<file path="src/rtl/aes_shift_rows_stream.sv">
// AES/Rijndael (Inv)ShiftRows stage for NB = 4/6/8 columns.
// The transform is applied on accept; results queue in a 2-entry FIFO.
module aes_shift_rows_stream #(
   parameter int NB = 4,
   parameter int W  = 32*NB
) (
   input  logic         clk,
   input  logic         rst_n,
   input  logic         in_valid,
   output logic         in_ready,
   input  logic [W-1:0] in_data,
   input  logic         in_decrypt,
   output logic         out_valid,
   input  logic         out_ready,
   output logic [W-1:0] out_data,
   output logic         out_decrypt,
   output logic [1:0]   occupancy
);

   if (!(NB == 4 || NB == 6 || NB == 8)) begin : g_bad_nb
      $fatal(1, "aes_shift_rows_stream: NB must be 4, 6 or 8");
   end

   // Row 2/3 offsets grow by one for the 256-bit block.
   function automatic int row_off(input int r);
      int s;
      s = r;
      if (NB == 8 && r >= 2) s = r + 1;
      return s;
   endfunction

   logic [W-1:0] w_fwd;
   logic [W-1:0] w_inv;
   logic [W-1:0] w_shift;

   for (genvar gc = 0; gc < NB; gc++) begin : g_col
      for (genvar gr = 0; gr < 4; gr++) begin : g_row
         localparam int S    = row_off(gr);
         localparam int DST  = 4*gc + gr;
         localparam int FSRC = 4*((gc + S) % NB) + gr;
         localparam int ISRC = 4*((gc + NB - S) % NB) + gr;
         assign w_fwd[W-1-8*DST -: 8] = in_data[W-1-8*FSRC -: 8];
         assign w_inv[W-1-8*DST -: 8] = in_data[W-1-8*ISRC -: 8];
      end
   end

   assign w_shift = in_decrypt ? w_inv : w_fwd;

   logic [W-1:0] r_mem [2];
   logic         r_dec [2];
   logic         r_wptr;
   logic         r_rptr;
   logic [1:0]   r_cnt;
   logic         w_push;
   logic         w_pop;

   assign in_ready    = (r_cnt != 2'd2);
   assign out_valid   = (r_cnt != 2'd0);
   assign occupancy   = r_cnt;
   assign out_data    = r_mem[r_rptr];
   assign out_decrypt = r_dec[r_rptr];

   assign w_push = in_valid & in_ready;
   assign w_pop  = out_valid & out_ready;

   always_ff @(posedge clk or negedge rst_n) begin
      if (!rst_n) begin
         for (int i = 0; i < 2; i++) begin
            r_mem[i] <= '0;
            r_dec[i] <= 1'b0;
         end
         r_wptr <= 1'b0;
         r_rptr <= 1'b0;
         r_cnt  <= 2'd0;
      end else begin
         if (w_push) begin
            r_mem[r_wptr] <= w_shift;
            r_dec[r_wptr] <= in_decrypt;
            r_wptr        <= ~r_wptr;
         end
         if (w_pop) r_rptr <= ~r_rptr;
         unique case ({w_push, w_pop})
            2'b10:   r_cnt <= r_cnt + 2'd1;
            2'b01:   r_cnt <= r_cnt - 2'd1;
            default: r_cnt <= r_cnt;
         endcase
      end
   end

endmodule

</file>
<file path="config.mk">
export PLATFORM = sky130hd
export DESIGN_NAME = aes_shift_rows_stream
export DESIGN_NICKNAME = d
export VERILOG_FILES = /design/src/rtl/aes_shift_rows_stream.sv
export SDC_FILE = /design/constraint.sdc
export NUM_CORES = 1
export LEC_CHECK = 0
export CORE_MARGIN = 10
export CORE_UTILIZATION = 51
export DETAILED_ROUTE_END_ITERATION = 8
export GPL_TIMING_DRIVEN = 1
export PLACE_DENSITY_LB_ADDON = 0.05
export SYNTH_ARGS = -nofsm -noshare
export SYNTH_HDL_FRONTEND = slang
export SYNTH_SLANG_ARGS = --single-unit
</file>
<file path="constraint.sdc">
create_clock -name clk -period 2.03 [get_ports clk]
set_clock_uncertainty 0.05 [all_clocks]
set_input_delay 0.203 -clock clk [delete_from_list [all_inputs] [get_ports clk]]
set_output_delay 0.203 -clock clk [all_outputs]
set_load 0.02 [all_outputs]
</file>
==> results.md, run 1 <==
- First-pass GRT wire length: between 40 and 50 mm
- Commonest non-fill, non-tap cells in the layout: mux2_2 (432), dfrtp_1 (261), clkdlybuf4s50_1 (132)
- Drt pass-1 iters: 4
- Via density: 5.24
- Clock share of power: between 10% and 20%
- Largest net degree at the start of global routing: 67
- P&R area growth vs syn: 31.6%
- Core Box Area: about 0.024 mm²
- Fmax: 0.464 GHz
- Initial core utilization: between 50% and 60%
- Cell Rows: 56
- Synth unique cells: 20
- Clock-pin slew on the worst setup and hold paths: ~0.060 ns
- Setup WS post-layout: -0.125 ns
- Most frequent CP cell: buf_6
- Global placement routability congestion: approximately 0.8
- Net Sw Frac: a little over a third
- Mapped Cells: 775
- Failing checks: setup timing
- Logic pwr share: between 50% and 60%
- Sink Count: approximately 260
- Vias in the first global route: just under 8000
- RSZ-0062 raised after global routing: true
- GRT overflow: 0
- Share of layout cells above drive strength 1: about three fifths
- Syn Area/Cell: about 16 µm²
- Final cycle utilization of the critical path: 106%
- WL per Instance: between 20 and 25 µm
- Vias: around 7300
- Post-synthesis register bit count: 262
- Most common cell after layout, fill and taps aside: mux2_2
- FF-to-FF Start: occupancy[0]
- Worst hold slack: approximately 0.15 ns
- Final hold violations: 0
- Ys async rst share: between 90% and 100%
- Worst skew pair latency: around 0.52 ns
- Syn_nets: 909
- Post-synthesis sequential area ratio: 53.4%
- Power per cell area: about 1800 mW/mm²
- CP Cell Sequence: buf_6, clkbuf_16, buf_6, mux2_4, buf_6
- Critical Path RT: between 1.5 and 2 ns
- Relative slew slack: between 70 and 80%
- H-tree Lvls: 1
- Clock Root Buffer: clkbuf_16
- Clk buf depth: 3
- CP endpoint kind: output pin
- Initial antenna violation count: 1
- Critical Path Fanout Max: 5
- Total wire length: roughly 29 mm
- Fin nets: around 1200
- # Max-Cap Violations: 0
- Critical path launch point: r_rptr
- Worst path max stage delay: slightly above 0.5 ns
- Initial drt markers: between 200 and 300
- Yosys warns: 0
- Data arrival, critical path: about 1.9 ns
- Max-slew violation count: 0
- Flop pwr share: roughly a third
- P_sw: around 10000 µW
- Total CTS buffers: 28
- Detail Route Antenna Nets: 0
- Leak: roughly 0.0069 µW
- Worst R2R Setup Slack: roughly 0.22 ns
- WS Path Type: flip-flop to output pin
- Buffers added on ports: 265
- Ports: about 270
- Die area: 0.0307 mm²
- DP Wirelength: 19.6 mm
- Synth Flop Type: dfrtp_1
- Pint: slightly below 20000 µW
- Crit path time final: roughly 2.2 ns
- DIE HEIGHT: approximately 180 µm
- CP max-delay cell: dfrtp_4
- Maximum resistive drop on vdd: between 0.001 and 0.0015 V
- Post-Syn Area: roughly 0.012 mm²
- Number of synthesized flops with an enable pin: 0
- Die X: roughly 180 µm
- Path type of the worst min-delay path: input port to asynchronous set/reset pin
- Worst setup SP type: flip-flop
- Residual DRC count: 0
- Core Util, Final: about two thirds
- Status: finished with violations
- Worst-Margin Slew: between 0.4 and 0.5 ns
- CTS tree: built
- All-Layer GR Usage: a little under a fifth
- Setup violations, final: 84
- Fill cells: about 1800
flip-flops by register name (all words and copies together) (netlist names):
signal / cells
r_dec: 2
r_mem: 256
r_rptr: 1
r_wptr: 1
occupancy: 2
per-stage QoR:
step	setup WS, ns	setup TNS, ns	instance area (µm²)	total power [µW]	std cells
after floorplan	0.260	0	12300	18900	775
after global placement	0.0623	0	15200	24700	1331
after detailed placement	0.0542	0	15200	24800	1331
after CTS	-0.466	-39.25	16000	29300	1382
after global routing	-0.181	-11.58	16200	31400	1393
final	-0.125	-4.14	16200	29700	1395
logic make-up after synthesis:
group	Yosys count	synth area share (%)
simple gates	7	0.468
xor+xnor	5	0.357
mux	451	41.6
flops	262	53.4
fa+ha+maj	1	0.102
buf+inv	49	4.06
layer usage:
metal / routed length (µm) / up-vias / global-route usage [%]
li1: - / 3369 / -
met1: 12300 / 3740 / 22.9
met2: 14200 / 179 / 29.2
met3: 2310 / 26 / 6.17
met4: 300 / 0 / 3.74
met5: 0 / - / 0
critical path, delay by kind of cell, from the launching register on:
kind	cells	cell delay, ns
buf+inv	4	0.56
flops	1	0.51
mux	1	0.31
worst paths after layout:
| check | cells after the start | endpoint |
|---|---|---|
| max in group asynchronous | 3 | r_mem[97] |
| worst min-delay path | 2 | r_mem[59] |
| worst min register to register | 1 | r_mem[227] |
| worst max register to register | 4 | r_mem[98] |
| worst max-delay path | 5 | out_data[22] |
| min in group clk | 2 | r_mem[107] |
synth_stat cells (2+ instances only):
cell type	number	share of area, %
mux2_2	440	40
xor2_1	2	0.14
dfrtp_1	262	53
buf_2	16	0.65
buf_6	15	1.4
xnor2_1	3	0.21
buf_12	11	1.8
mux2_4	10	1.2
buf_1	3	0.092
clkbuf_1	3	0.092
power by group through the flow:
stage	Sequential (µW)	Clock, µW	Combinational, µW
2_1_floorplan	8890	0	10000
3_3_place_gp	9330	0	15300
3_5_place_dp	9380	0	15500
4_1_cts	9320	4830	15100
5_1_grt	9650	5040	16700
6_report	9320	4690	15700
area by class of cell:
type	instances	area (µm²)	area share (%)
tap	319	399	2.47
sequential	262	6560	40.6
clock buffer	43	828	5.12
clock inverter	2	10.0	0.0619
multi-input combinational	464	5260	32.5
timing repair buffer	302	3100	19.2
antenna	3	7.51	0.0464
repair_timing:
item                                   in CTS  in global routing
cloned                                      0                  6
hold buffers                                1                  0
endpoints found under the hold margin     213                  0
setup endpoints to repair                 131                129
gates resized for setup                   204                410
setup buffers                               5                  7
No activity file was read; power rests on OpenSTA's default activity.
==> inputs of run 2 (changes only) <==
--- a/config.mk
+++ b/config.mk
@@ -5,6 +5,7 @@
 export SDC_FILE = /design/constraint.sdc
 export NUM_CORES = 1
 export LEC_CHECK = 0
+export CORE_ASPECT_RATIO = 1.25
 export CORE_MARGIN = 10
 export CORE_UTILIZATION = 51
 export DETAILED_ROUTE_END_ITERATION = 8
==> run 2 against run 1 <==
The run still ends with setup timing left. Global-route usage up 0.42 points. Cell count grew 0.57%. Routed wire length is 0.78% lower. Non-clock buffer count up 1. Critical endpoint is now out_data[48].
==> results.md, run 2 (synthesis results as in run 1) <==
- Critical Path RT: between 1.5 and 2 ns
- Crit path time final: 2.20 ns
- CTS tree: built
- CP max-delay cell: dfrtp_4
- Most common cell after layout, fill and taps aside: mux2_2
- Total wire length: 28.9 mm
- Number of inserted diodes: 0
- Fmax: between 0.4 and 0.5 GHz
- Sink Count: about 260
- Initial drt markers: between 150 and 200
- Final Power: between 20000 and 30000 µW
- Global route hottest layer: met2
- Final cycle utilization of the critical path: 108%
- # Max-Cap Violations: 0
- Largest net degree at the start of global routing: 73
- Status: finished with violations
- Buf/Inv on CP: 4
- M1 GR Usage: a little under a quarter
- CP Cell Sequence: buf_4, buf_12, buf_4, mux2_4, buf_6
- Sequential cell area: between 0.006 and 0.007 mm²
- Ports: ~270
- P&R area growth vs syn: 31.3%
- Leak: ~0.007 µW
- Worst skew pair latency: 0.53 ns
- Met2 usage: 31.7%
- Clock Root Buffer: clkbuf_16
- Core Box Area: roughly 0.024 mm²
- Placed inst area: roughly 0.015 mm²
- Drt pass-1 iters: 4
- Power per cell area: around 1800 mW/mm²
- WS Path Type: flip-flop to output pin
- Die area: between 0.03 and 0.04 mm²
- Final hold violations: 0
- Worst setup SP type: flip-flop
- Buffers added on ports: around 270
- CP endpoint kind: output pin
- RSZ-0062 raised after global routing: true
- Total CTS buffers: 27
- Multi-input gate area: 0.00525 mm²
- Share of layout cells above drive strength 1: about 62%
- Finished layout cell area: between 0.015 and 0.02 mm²
- Fin nets: 1192
- CP Depth: 5
- Cell Rows: 63
- Global placement routability congestion: about 0.75
- Vias: around 7300
- First-pass GRT wire length: between 40 and 50 mm
- Max reg flops: about 260
- Failing checks: setup timing
- Critical Path Fanout Max: 16
- Residual DRC count: 0
- Worst-Margin Slew: approximately 0.39 ns
- Clk buf depth: 3
- Met3 Usage GRT: approximately 5%
- WL per Instance: about 21 µm
- Clock-pin slew on the worst setup and hold paths: around 0.070 ns
- GRT overflow: 0
- Most frequent CP cell: buf_4
- Relative slew slack: about three quarters
- All-Layer GR Usage: 18.4%
- DIE HEIGHT: between 150 and 200 µm
- Initial core utilization: about half
- DP Wirelength: 20.3 mm
- H-tree Lvls: 1
- FF-to-FF Start: occupancy[0]
- Setup violations, final: about 110
- Critical path launch point: r_rptr
- Pre-CTS WS: -0.0222 ns
- Detail Route Antenna Nets: 0
- Worst Reg-to-Reg Cells: 4
- Vias in the first global route: 8136
- Via density: 5.19
- Setup WS post-layout: -0.171 ns
- Maximum resistive drop on vdd: 0.00102 V
- Data arrival, critical path: approximately 2 ns
- Most flops, register: r_mem
- Path type of the worst min-delay path: input port to asynchronous set/reset pin
- Fill cells: 1735
- Die X: roughly 160 µm
- Delay-heaviest family, CP: buffers and inverters
- Commonest non-fill, non-tap cells in the layout: mux2_2 (435), dfrtp_1 (261), clkdlybuf4s50_1 (132)
- Max-slew violation count: 0
- Worst path max stage delay: around 0.52 ns
- Initial antenna violation count: 0
run 2: cell types whose count changed in the layout (fill, tap and decap cells not counted), sizes merged:
cell           delta
clkbuf           -30
clkdlybuf4s15    +15
buf              +13
clkinv            +7
dlymetal6s2s      -6
bufinv            +4
diode             -3
bufbuf            +1
clkinvlp          +1
run 2: what timing repair did:
item                                    CTS  global route
hold buffers                              1             0
gates cloned                              2             0
endpoints found under the setup margin  131           128
gates resized for setup                 565            75
setup buffers                             8             3
hold endpoints to repair                262             0
run 2: area by class of cell:
cell class              count  area share [%]
clock buffers              35            4.75
clock inverters            14            1.07
flip-flops and latches    262            40.7
multi-input cells         464            32.5
repair buffers            303            18.5
well taps                 325            2.52
run 2: worst register-to-register path, stage by stage, from the launching register on:
cell	delay [ns]
dfrtp_1	0.43
nand2b_4	0.18
and3b_4	0.32
buf_12	0.26
mux2_2	0.40
run 2: worst paths after layout:
path	endpoint	slack, ns
setup / recovery	out_data[48]	-0.17
max in group asynchronous	r_rptr	1.10
setup reg to reg	r_mem[156]	0.27
min in group clk	r_mem[27]	0.27
hold / removal	r_mem[10]	0.12
hold reg to reg	r_mem[227]	0.44
run 2: layer usage:
layer  part of all wire, %  vias to the layer above
li1                      -                     3373
met1                    42                     3696
met2                    51                      182
met3                   5.9                       34
met4                   1.5                        0
met5                     0                        -
run 2: through the flow:
step           utilization (%)  std cells  TNS [ns]  hold slack (ns)
3_5_place_dp              64.3       1343   -0.0402           0.0802
2_1_floorplan                -        775         0           -0.143
5_1_grt                   68.0       1403    -14.77            0.139
6_report                  68.0       1403     -7.91            0.116
4_1_cts                   68.0       1403    -13.55            0.117
3_3_place_gp              64.3       1343         0           0.0779
run 2: power by group:
| group | switching, µW | internal, µW | total (µW) |
|---|---|---|---|
| sequential | 1330 | 7950 | 9280 |
| clock | 2040 | 3150 | 5190 |
| combinational | 6900 | 8200 | 15100 |
| total | 10300 | 19300 | 29600 |
==> inputs of run 3 (changes only) <==
--- a/config.mk
+++ b/config.mk
@@ -6,7 +6,7 @@
 export NUM_CORES = 1
 export LEC_CHECK = 0
 export CORE_ASPECT_RATIO = 1.25
-export CORE_MARGIN = 10
+export CORE_MARGIN = 2
 export CORE_UTILIZATION = 51
 export DETAILED_ROUTE_END_ITERATION = 8
 export GPL_TIMING_DRIVEN = 1
==> run 3 against run 2 <==
The run still ends with setup timing left. Core utilization about the same. Combinational power increased by 4%. Maximum frequency increased by 4.1%. Sequential power increased by 0.4%. Routed wire length decreased by 6.1%. Largest cell class unchanged.
==> results.md, run 3 (synthesis results as in run 1) <==
- Worst setup SP type: flip-flop
- Max-slew violation count: 0
- Commonest non-fill, non-tap cells in the layout: mux2_2 (418), dfrtp_1 (260), clkdlybuf4s50_1 (133)
- P&R area growth vs syn: 31.3%
- Via density: 5.22
- Max reg flops: approximately 260
- Finished layout cell area: 0.0161 mm²
- Initial core utilization: around half
- Leak: about 0.0069 µW
- Fmax: approximately 0.47 GHz
- Layout Cells excl Fill: around 1400
- Status: finished with violations
- Power per cell area: ~1800 mW/mm²
- Buffers added on ports: 265
- Crit path time final: ~2.1 ns
- Number of inserted diodes: 0
- CP Cell Sequence: buf_4, buf_12, mux2_4, buf_4
- Worst Reg-to-Reg Cells: 5
- Core Box Area: around 0.024 mm²
- DP Wirelength: about 17 mm
- Vias: roughly 7300
- Worst path max stage delay: between 0.5 and 0.6 ns
- Inst Count DP: ~1300
- Fin nets: between 1000 and 1500
- Cell Rows: 63
- Initial antenna violation count: 0
- Buf/Inv on CP: 3
- Delay-heaviest family, CP: flip-flops
- WS Path Type: flip-flop to output pin
- Clock-pin slew on the worst setup and hold paths: 0.06 ns
- Worst skew pair latency: between 0.5 and 0.6 ns
- First-pass GRT wire length: ~42 mm
- Die X: about 140 µm
- Most common cell after layout, fill and taps aside: mux2_2
- Clock Root Buffer: clkbuf_16
- Detail Route Antenna Nets: 0
- Total CTS buffers: 27
- Maximum resistive drop on vdd: about 0.0011 V
- All-Layer GR Usage: between 20% and 30%
- GRT overflow: 0
- RSZ-0062 raised after global routing: true
- DIE HEIGHT: ~180 µm
- Sink Count: around 260
- Path type of the worst min-delay path: input port to asynchronous set/reset pin
- Drt pass-1 iters: 4
- Critical Path Fanout Max: 14
- WL per Instance: around 19 µm
- # Max-Cap Violations: 0
- Core Util, Final: just under 70%
- Worst-Margin Slew: approximately 0.44 ns
- Largest net degree at the start of global routing: 78
- Data arrival, critical path: 1.86 ns
- Ports: around 270
- Most flops, register: r_mem
- Most frequent CP cell: buf_4
- CTS tree: built
- Final cycle utilization of the critical path: 104%
- CP Depth: 4
- CP max-delay cell: dfrtp_4
- Critical Path RT: 1.78 ns
- Share of layout cells above drive strength 1: roughly three fifths
- Placed inst area: 0.0152 mm²
- Setup violations, final: between 90 and 100
- Global placement routability congestion: roughly 0.7
- Failing checks: setup timing
- Setup TNS: -4.77 ns
- Final hold violations: 0
- Relative slew slack: a little over two thirds
- Residual DRC count: 0
- Total wire length: between 20 and 30 mm
- Clk buf depth: 3
- H-tree Lvls: 1
- CP endpoint kind: output pin
- Initial drt markers: 179
- Setup WS post-layout: -0.0840 ns
- Vias in the first global route: a little under 8000
- Die area: between 0.02 and 0.03 mm²
-- run 3: cell types whose count changed in the layout (fill, tap and decap cells not counted), sizes merged, moves of 3 or more --
cell | previous run | this run
buf | 151 | 162
clkbuf | 36 | 41
clkdlybuf4s15 | 15 | 0
bufinv | 4 | 0
clkinv | 9 | 6
-- run 3: worst paths after layout --
check	to	from	slack (ns)
worst max-delay path	out_data[64]	r_rptr	-0.08
worst min-delay path	r_mem[138]	rst_n	0.10
worst max register to register	occupancy[1]	occupancy[0]	0.27
worst min register to register	r_wptr	r_wptr	0.44
max in group asynchronous	r_mem[160]	rst_n	1.09
min in group clk	r_mem[44]	in_data[108]	0.27
-- run 3: cell type report --
type	instances	area (µm²)
fill	1781	7590
sequential	262	6560
multi-input combinational	464	5310
timing repair buffer	300	3050
clock buffer	38	767
tap	325	407
clock inverter	7	37.5
-- run 3: routing by layer --
layer	vias to the layer above	global-route usage [%]	wire [µm]
li1	3358	-	-
met1	3722	26.7	11300
met2	176	36.8	13700
met3	35	5.05	1800
met4	0	4.66	439
met5	-	0	0
-- run 3: per-stage QoR --
step | hold slack [ns] | worst slack (ns) | total power [µW]
after detailed placement | 0.0580 | 0.0701 | 24600
after global routing | 0.132 | -0.131 | 31100
after CTS | 0.0949 | -0.161 | 29000
after global placement | 0.0591 | 0.0951 | 24500
after floorplan | -0.143 | 0.260 | 18900
final | 0.101 | -0.0840 | 29500
-- run 3: power by group --
part	leakage (µW)	internal, µW	switching, µW
Clock	0.000399	2610	1950
Sequential	0.00308	7950	1370
Combinational	0.00340	8680	6970
Total	0.00688	19200	10300
-- run 3: worst register-to-register path: stages, from the launching register on --
cell	delay, ns
dfrtp_2	0.45
or2_2	0.32
and2_1	0.22
ha_1	0.34
nor2_1	0.15
xor2_1	0.15
-- run 3: repair_timing --
action / in CTS / in global routing
hold buffers: 1 / 0
setup endpoints to repair: 131 / 115
buffers inserted: 9 / 0
gates cloned: 7 / 2
resized for setup: 608 / 83
endpoints found under the hold margin: 262 / 0
